`src/rtl/multicycle_control_fsm.sv`:
```
// Main sequencer for the multi-cycle RV32I datapath: a Moore FSM that walks each instruction
// through fetch/decode/execute/memory/writeback and drives all datapath enables and selects.
module multicycle_control_fsm #(
    parameter int STATE_W = 4
) (
    input  logic               clk,
    input  logic               reset,
    input  logic [6:0]         op,
    input  logic [2:0]         funct3,
    input  logic               funct7b5,
    input  logic               Zero,
    output logic               PCWrite,
    output logic               AdrSrc,
    output logic               MemWrite,
    output logic               IRWrite,
    output logic [1:0]         ResultSrc,
    output logic [1:0]         ALUSrcA,
    output logic [1:0]         ALUSrcB,
    output logic [1:0]         ImmSrc,
    output logic [2:0]         ALUControl,
    output logic               RegWrite,
    output logic               InstrDone,
    output logic               Illegal,
    output logic [STATE_W-1:0] dbg_state
);

    localparam logic [STATE_W-1:0] S_FETCH    = STATE_W'(0);
    localparam logic [STATE_W-1:0] S_DECODE   = STATE_W'(1);
    localparam logic [STATE_W-1:0] S_MEMADR   = STATE_W'(2);
    localparam logic [STATE_W-1:0] S_MEMREAD  = STATE_W'(3);
    localparam logic [STATE_W-1:0] S_MEMWB    = STATE_W'(4);
    localparam logic [STATE_W-1:0] S_MEMWRITE = STATE_W'(5);
    localparam logic [STATE_W-1:0] S_EXECUTER = STATE_W'(6);
    localparam logic [STATE_W-1:0] S_EXECUTEI = STATE_W'(7);
    localparam logic [STATE_W-1:0] S_ALUWB    = STATE_W'(8);
    localparam logic [STATE_W-1:0] S_BRANCH   = STATE_W'(9);
    localparam logic [STATE_W-1:0] S_JAL      = STATE_W'(10);
    localparam logic [STATE_W-1:0] S_HALT     = STATE_W'(11);

    localparam logic [6:0] OP_LW  = 7'b0000011;
    localparam logic [6:0] OP_SW  = 7'b0100011;
    localparam logic [6:0] OP_R   = 7'b0110011;
    localparam logic [6:0] OP_I   = 7'b0010011;
    localparam logic [6:0] OP_BR  = 7'b1100011;
    localparam logic [6:0] OP_JAL = 7'b1101111;

    localparam logic [2:0] ALU_ADD = 3'b000;
    localparam logic [2:0] ALU_SUB = 3'b001;
    localparam logic [2:0] ALU_AND = 3'b010;
    localparam logic [2:0] ALU_OR  = 3'b011;
    localparam logic [2:0] ALU_SLT = 3'b101;

    logic [STATE_W-1:0] state_reg;
    logic [STATE_W-1:0] state_next;
    logic [6:0]         op_reg;
    logic [2:0]         funct3_reg;
    logic               funct7b5_reg;
    logic               illegal_reg;
    logic               illegal_next;

    logic [2:0]         alu_decoded;
    logic               alu_bad;
    logic               branch_ok;
    logic               pc_write_raw;
    logic               mem_write_raw;
    logic               ir_write_raw;
    logic               reg_write_raw;

    // ALU operation from the latched fields; only R-type may select sub on funct3=000
    always_comb begin
        alu_decoded = ALU_ADD;
        alu_bad     = 1'b0;
        case (funct3_reg)
            3'b000:  alu_decoded = (op_reg == OP_R && funct7b5_reg) ? ALU_SUB : ALU_ADD;
            3'b010:  alu_decoded = ALU_SLT;
            3'b110:  alu_decoded = ALU_OR;
            3'b111:  alu_decoded = ALU_AND;
            default: begin
                alu_decoded = ALU_ADD;
                alu_bad     = 1'b1;
            end
        endcase
    end

    assign branch_ok = (funct3_reg[2:1] == 2'b00);

    always_comb begin
        state_next = S_FETCH;
        case (state_reg)
            S_FETCH:  state_next = S_DECODE;
            S_DECODE: begin
                case (op_reg)
                    OP_LW, OP_SW: state_next = S_MEMADR;
                    OP_R:         state_next = S_EXECUTER;
                    OP_I:         state_next = S_EXECUTEI;
                    OP_BR:        state_next = S_BRANCH;
                    OP_JAL:       state_next = S_JAL;
                    default:      state_next = S_HALT;
                endcase
            end
            S_MEMADR:   state_next = (op_reg == OP_SW) ? S_MEMWRITE : S_MEMREAD;
            S_MEMREAD:  state_next = S_MEMWB;
            S_MEMWB:    state_next = S_FETCH;
            S_MEMWRITE: state_next = S_FETCH;
            S_EXECUTER: state_next = S_ALUWB;
            S_EXECUTEI: state_next = S_ALUWB;
            S_ALUWB:    state_next = S_FETCH;
            S_BRANCH:   state_next = S_FETCH;
            S_JAL:      state_next = S_ALUWB;
            S_HALT:     state_next = S_HALT;
            default:    state_next = S_FETCH;
        endcase
    end

    always_comb begin
        illegal_next = illegal_reg;
        case (state_reg)
            S_DECODE: begin
                if (!(op_reg == OP_LW || op_reg == OP_SW || op_reg == OP_R ||
                      op_reg == OP_I  || op_reg == OP_BR || op_reg == OP_JAL)) begin
                    illegal_next = 1'b1;
                end
            end
            S_EXECUTER, S_EXECUTEI: begin
                if (alu_bad) begin
                    illegal_next = 1'b1;
                end
            end
            S_BRANCH: begin
                if (!branch_ok) begin
                    illegal_next = 1'b1;
                end
            end
            S_HALT:  illegal_next = 1'b1;
            default: illegal_next = illegal_reg;
        endcase
    end

    always_ff @(posedge clk) begin
        if (reset) begin
            state_reg    <= S_FETCH;
            op_reg       <= 7'd0;
            funct3_reg   <= 3'd0;
            funct7b5_reg <= 1'b0;
            illegal_reg  <= 1'b0;
        end else begin
            state_reg   <= state_next;
            illegal_reg <= illegal_next;
            if (state_reg == S_FETCH) begin
                op_reg       <= op;
                funct3_reg   <= funct3;
                funct7b5_reg <= funct7b5;
            end
        end
    end

    // Moore outputs; the branch PC enable is the one term that looks at a live input (Zero)
    always_comb begin
        pc_write_raw  = 1'b0;
        mem_write_raw = 1'b0;
        ir_write_raw  = 1'b0;
        reg_write_raw = 1'b0;
        AdrSrc        = 1'b0;
        ResultSrc     = 2'b00;
        ALUSrcA       = 2'b00;
        ALUSrcB       = 2'b00;
        ImmSrc        = 2'b00;
        ALUControl    = ALU_ADD;
        InstrDone     = 1'b0;
        case (state_reg)
            S_FETCH: begin
                ir_write_raw = 1'b1;
                pc_write_raw = 1'b1;
                ALUSrcB      = 2'b10;
                ResultSrc    = 2'b10;
            end
            S_DECODE: begin
                ALUSrcA = 2'b01;
                ALUSrcB = 2'b01;
                ImmSrc  = 2'b10;
            end
            S_MEMADR: begin
                ALUSrcA = 2'b10;
                ALUSrcB = 2'b01;
                ImmSrc  = (op_reg == OP_SW) ? 2'b01 : 2'b00;
            end
            S_MEMREAD: begin
                AdrSrc = 1'b1;
            end
            S_MEMWB: begin
                ResultSrc     = 2'b01;
                reg_write_raw = 1'b1;
                InstrDone     = 1'b1;
            end
            S_MEMWRITE: begin
                AdrSrc        = 1'b1;
                mem_write_raw = 1'b1;
                InstrDone     = 1'b1;
            end
            S_EXECUTER: begin
                ALUSrcA    = 2'b10;
                ALUControl = alu_decoded;
            end
            S_EXECUTEI: begin
                ALUSrcA    = 2'b10;
                ALUSrcB    = 2'b01;
                ALUControl = alu_decoded;
            end
            S_ALUWB: begin
                reg_write_raw = 1'b1;
                InstrDone     = 1'b1;
            end
            S_BRANCH: begin
                ALUSrcA      = 2'b10;
                ALUControl   = ALU_SUB;
                InstrDone    = 1'b1;
                pc_write_raw = branch_ok & (Zero ^ funct3_reg[0]);
            end
            S_JAL: begin
                ALUSrcA      = 2'b01;
                ALUSrcB      = 2'b10;
                pc_write_raw = 1'b1;
            end
            default: begin
                pc_write_raw = 1'b0;
            end
        endcase
    end

    // Reset masks every architectural write so an abandoned instruction leaves no trace
    assign PCWrite   = pc_write_raw  & ~reset;
    assign MemWrite  = mem_write_raw & ~reset;
    assign IRWrite   = ir_write_raw  & ~reset;
    assign RegWrite  = reg_write_raw & ~reset;
    assign Illegal   = illegal_reg;
    assign dbg_state = state_reg;

endmodule
```
`config.mk`:
```
export PLATFORM = sky130hd
export DESIGN_NAME = multicycle_control_fsm
export DESIGN_NICKNAME = d
export VERILOG_FILES = /design/src/rtl/multicycle_control_fsm.sv
export SDC_FILE = /design/constraint.sdc
export NUM_CORES = 1
export LEC_CHECK = 0
export CORE_ASPECT_RATIO = 1.5
export CORE_MARGIN = 5
export CORE_UTILIZATION = 44
export DETAILED_ROUTE_END_ITERATION = 16
export GPL_TIMING_DRIVEN = 0
export PLACE_DENSITY = 0.82
export SYNTH_ARGS = -nofsm -noshare
export SYNTH_HDL_FRONTEND = slang
export SYNTH_SLANG_ARGS = --single-unit
export TNS_END_PERCENT = 10
```
`constraint.sdc`:
```
create_clock -name clk -period 2.04 [get_ports clk]
set_input_delay 0.51 -clock clk [delete_from_list [all_inputs] [get_ports clk]]
set_output_delay 0.51 -clock clk [all_outputs]
set_load 0.01 [all_outputs]
```
After elaboration in Yosys (flattened, before gate mapping)
Index checks and enable logic that the tools add are counted.

Output and inout bits: 22. Flip-flop bits (word level): 16. Logic and storage cells: 78. Bits of input ports: 14.

Reduce and logical (&&, ||, !) cells: 22. Equal/unequal tests: 23. Muxes and demuxes: 21. Bitwise operators: 7.

Operators by type and width (number): $pmux W4 S6 (1); $pmux W4 S5 (1); $eq A4 B3 Y1 const B (4); $eq A4 B4 Y1 const B (4); $pmux W2 S2 (4); $eq A7 B6 Y1 const B (2); $eq A7 B7 Y1 const B (2); $pmux W3 S4 (1); $reduce_or A2 Y1 (6); $reduce_or A4 Y1 (3); $mux W1 (10); $eq A4 B2 Y1 const B (2); $eq A7 B2 Y1 const B (1); $eq A7 B5 Y1 const B (1); $eq A3 B3 Y1 const B (2); $ne A2 B2 Y1 const B (3); $pmux W3 S2 (1); $reduce_or A3 Y1 (2); $and A1 B1 Y1 (5); $logic_or A1 B1 Y1 (5); $eq A4 B1 Y1 const B (1); $logic_not A4 Y1 (1); $pmux W1 S4 (1); $reduce_and A4 Y1 (1); other kinds (9) (9).

Longest topological paths before layout
Depth after elaboration: 8. Gate-level depth with buffers: 7. Depth with buffers taken out: 5.

Worst setup path before layout
OpenSTA, ideal clock, no wires.

Kind: reg2out. Start: register state_reg[2], in the netlist dbg_state[2]. End: output ALUControl[2]. Path slack: 106 ps. Path buffers: 1. Required time: 1530 ps. Data arrival time: 1424 ps. Stages on the path, launching flop included: 5. Cells stage by stage: dfxtp_1 > buf_2 > nand2b_1 > or3b_2 > nor3b_1.

Word-level cells in the longest chain between the ends: 3. Elaborated cells between the ends (all ways): 5. Classes of those cells: eq/ne: 3; mux: 1; reduce/logical: 1.

Ends and longest elaborated chain: from (decl) (RTL line 53) `logic [STATE_W-1:0] state_reg;`; from (signal assigned) (RTL line 147) `state_reg <= state_next;`; $eq A4 B3 Y1 (RTL line 170) `case (state_reg)`; $reduce_or A2 Y1 (no source line); $pmux W3 S2 (*) (RTL line 170); to (decl) (RTL line 20) `output logic [2:0] ALUControl,`.

Every way passes the cells marked *; elsewhere a longest branch is shown, timed or not.

Worst setup path in the final report
Start: input reset. End: output IRWrite.

Word-level cells in the longest chain between the ends: 2.

Ends and longest elaborated chain: from (decl) (RTL line 7) `input logic reset,`; $not A1 Y1 (RTL line 233) `assign IRWrite = ir_write_raw & ~reset;`; $and A1 B1 Y1 (RTL line 233); to (decl) (RTL line 15) `output logic IRWrite,`.

Every way passes these cells.

==> impl_results.md <==
- Crit path kind: in2out
- P_int: 1225 µW
- Comb power frac: 0.636
- Top-level I/O count: 36
- Post-CTS setup buffers: 0
- Switching power: 963.4 µW
- Biggest area consumer among synthesized cells: dfxtp_1
- Critical path fanouts, max: 12
- Pleak: 0.0006394 µW
- Hold Path Stages: 2
- WP data arrival: 1.68 ns
- Synth area leaders: dfxtp_1 32%, nand2_1 11%, a21oi_1 8.0%
- Cells after Synth: 141
- Filler Cell Count: 193
- Number of clock buffers inserted by TritonCTS: 3
- Worst slew pin tran: 0.4867 ns
- Synth top area share: 0.3184
- Input/output buffers: 35
- Maximum vdd drop: 790.5 µV
- Layout area overhead: 51.00%
- Finish-stage setup viols: 5
- CP max-delay cell: dlygate4sd2_1
- Routed len/inst: 14.51 µm
- Crit-path cells: dlygate4sd2_1 > buf_2 > nor2_1 > dlygate4sd2_1
- Yosys warns: 0
- Worst clock skew: 0.0008902 ns
- Largest register FFs: 7
- Total GRT Usage: 0.1836
- Avg Inst Size Synth: 7.135 µm²
- Initial DRC count: 34
- Critical Path Most Common Cell: dlygate4sd2_1
- Setup crit end kind: output port
- Nets: 194
- Worst skew pair latency: 0.28 ns
- Die Y: 68.56 µm
- Largest net degree at the start of global routing: 13
- Residual DRC count: 0
- RR Endpoint: dbg_state[2]
- Tmin final: 2.188 ns
- CP Launch Type: input port
- WP data required: 1.53 ns
- Remaining antenna violation count after routing: 0
- Reg-to-reg setup timing slack: 0.61 ns
- Num Clock Sinks: 16
- Pwr dens: 1441 nW/µm²
- CTS tree: yes
- Switching share of power: 0.4402
- Layout cells sized above 1: 0.2402
- RR Startpoint: op_reg[3]
- Worst path max stage delay: 0.50 ns
- Reg clk slew, reported paths: 0.10 ns
- Clock power frac: 0.096
- Hold Crit Endpoint: funct7b5_reg
- WHS: 0.4779 ns
- Initial antenna violation count: 0
- #FFs+latches synth: 16
- Reg power frac: 0.268
- Fin worst setup slack: -0.1482 ns
- RSZ-0062 raised after global routing: yes
- Synth Cell Area: 1006 µm²
- Tot Pwr: 2188 µW
- H-tree depth: 1
- Multi-input logic area: 696.9 µm²
- Worst Hold Launch: funct7b5_reg
- MaxCap Viol Count: 0
- Hold/Removal Path Class: reg2reg
- Horiz. Die Dim: 49.04 µm
- Hold-fix buffers, CTS: 0
- Worst slew margin: 0.6756
- DR vias: 1138
- First-pass GRT wire length: 4.919 mm
- Final hold violation count: 0
- Clk buf depth: 2
- Vias/cell: 5.634
- Max Fclk: 0.4570 GHz
- Total core area: 2207 µm²
- Mapped Nets: 155
- Clk root buf: clkbuf_4
- # placed instances: 199
- Non-Filler Instances: 202
- Antenna Cells: 0
- Number of buffer and inverter stages on the critical path: 3
- Total iterations of the first detailed-routing run: 4
- Gpl congestion: 0.9178
- Final Max Tran Viols: 0
- HPWL after detailed placement: 2.169 mm
- Cell variety after synth: 38
- # rows: 21
- R2R cell count: 4
- Post-synthesis sequential area ratio: 0.3184
- Fin Setup TNS: -0.4590 ns
- Reg area: 331.6 µm²
- Period utilization: 1.073
- Number of global-route vias before repair: 1168
- DIE AREA: 3362 µm²
- CP top delay family: buffers and inverters
- Grt ovf: 0
- Routed WL: 2.932 mm
- Initial Util: 0.4558
- Failing checks: negative setup slack
- Status: complete, but fails checks
[synth_stat cells]
| master | instances |
|---|---|
| nand4bb_1 | 1 |
| buf_2 | 5 |
| nand2b_1 | 4 |
| nor4b_2 | 1 |
| buf_6 | 1 |
| a311oi_1 | 2 |
| or3_1 | 1 |
| or2b_1 | 1 |
| clkbuf_2 | 1 |
| nand4_1 | 1 |
| mux2i_1 | 1 |
| nor2_1 | 15 |
| a211o_2 | 1 |
| nand2_1 | 29 |
| xor2_1 | 1 |
| and2_1 | 2 |
| nand3_1 | 2 |
| xnor2_1 | 2 |
| nor4_1 | 2 |
| a2111oi_2 | 1 |
| o21a_1 | 1 |
| or3b_2 | 1 |
| o21ai_0 | 6 |
| and3_2 | 1 |
| a21o_1 | 1 |
| o21bai_1 | 1 |
| and2b_2 | 2 |
| a211oi_1 | 1 |
| dfxtp_1 | 16 |
| and4bb_2 | 1 |
| nor3b_1 | 3 |
| nor2b_1 | 2 |
| a31oi_1 | 4 |
| a21oi_1 | 16 |
| clkbuf_1 | 2 |
| buf_1 | 2 |
| nor3_1 | 5 |
| inv_1 | 2 |
[layer usage]
metal | vias to the layer above | share of wire | GRT usage
met4 | 0 | 0.0048 | 0.08081
met3 | 2 | 0.041 | 0.03656
li1 | 567 | - | -
met1 | 535 | 0.39 | 0.1801
met2 | 34 | 0.56 | 0.3676
met5 | - | 0 | 0
[area by class of cell]
type / count / area share
Tap cell: 23 / 0.01895
Clock buffer: 4 / 0.02389
Sequential cell: 16 / 0.2183
Inverter: 2 / 0.004942
Buffer: 10 / 0.06260
Timing Repair Buffer: 35 / 0.2125
Multi-Input combinational cell: 112 / 0.4588
[kinds of logic (layout without fill, tap and decap cells)]
family	count (synthesis)	after routing	share of synthesized area
flip-flops	16	16	0.3184
AND/OR/NAND/NOR	74	74	0.3756
XOR/XNOR	3	3	0.02612
multiplexers	1	1	0.009951
AO/OA/AOI/OAI	34	34	0.2065
buffers and inverters	13	51	0.06343
[tightest hold or removal path, cell delays in order, from the launching register on]
cell and delay, ns:
dfxtp_1 0.32, nand2_1 0.06, a21oi_1 0.06
[placed cells by master (no fill, tap or decap), types with 3 or more instances in the layout]
| cell type | count |
|---|---|
| nand2_1 | 28 |
| clkdlybuf4s50_1 | 17 |
| a21oi_1 | 16 |
| nor2_1 | 13 |
| dfxtp_1 | 11 |
| dlygate4sd2_1 | 11 |
| buf_6 | 5 |
| o21ai_0 | 5 |
| buf_2 | 4 |
| nor3_1 | 4 |
| a31oi_1 | 4 |
| clkbuf_4 | 4 |
| nand2b_1 | 3 |
| dfxtp_2 | 3 |
[power by group through the flow]
stage	sequential, µW	clock, µW	combinational, µW
final	586	211	1390
after global routing	602	228	1550
after CTS	574	216	1350
after detailed placement	556	0	1310
after global placement	547	0	1290
after floorplan	539	0	782
[through the flow]
stage               setup slack, ns  cell area, µm²  utilization
floorplan                    0.1059            1006            -
global placement            -0.9145            1385       0.6276
detailed placement          -0.9090            1385       0.6276
CTS                         -0.2356            1484       0.6723
global route                -0.2245            1519       0.6882
finish                      -0.1482            1519       0.6882
[how the worst max path moves through the flow]
stage / start / end / cells after the start
after detailed placement: reset / IRWrite / 5
after CTS: reset / RegWrite / 3
after floorplan: dbg_state[2] / ALUControl[2] / 4
after global placement: reset / PCWrite / 5
after global routing: reset / IRWrite / 4
final: reset / IRWrite / 4
[timing repair]
action                     CTS  global route
pin swaps                    1             2
setup endpoints to repair   17            13
resized for setup           50            17
Power figures use the tool's default switching activity.
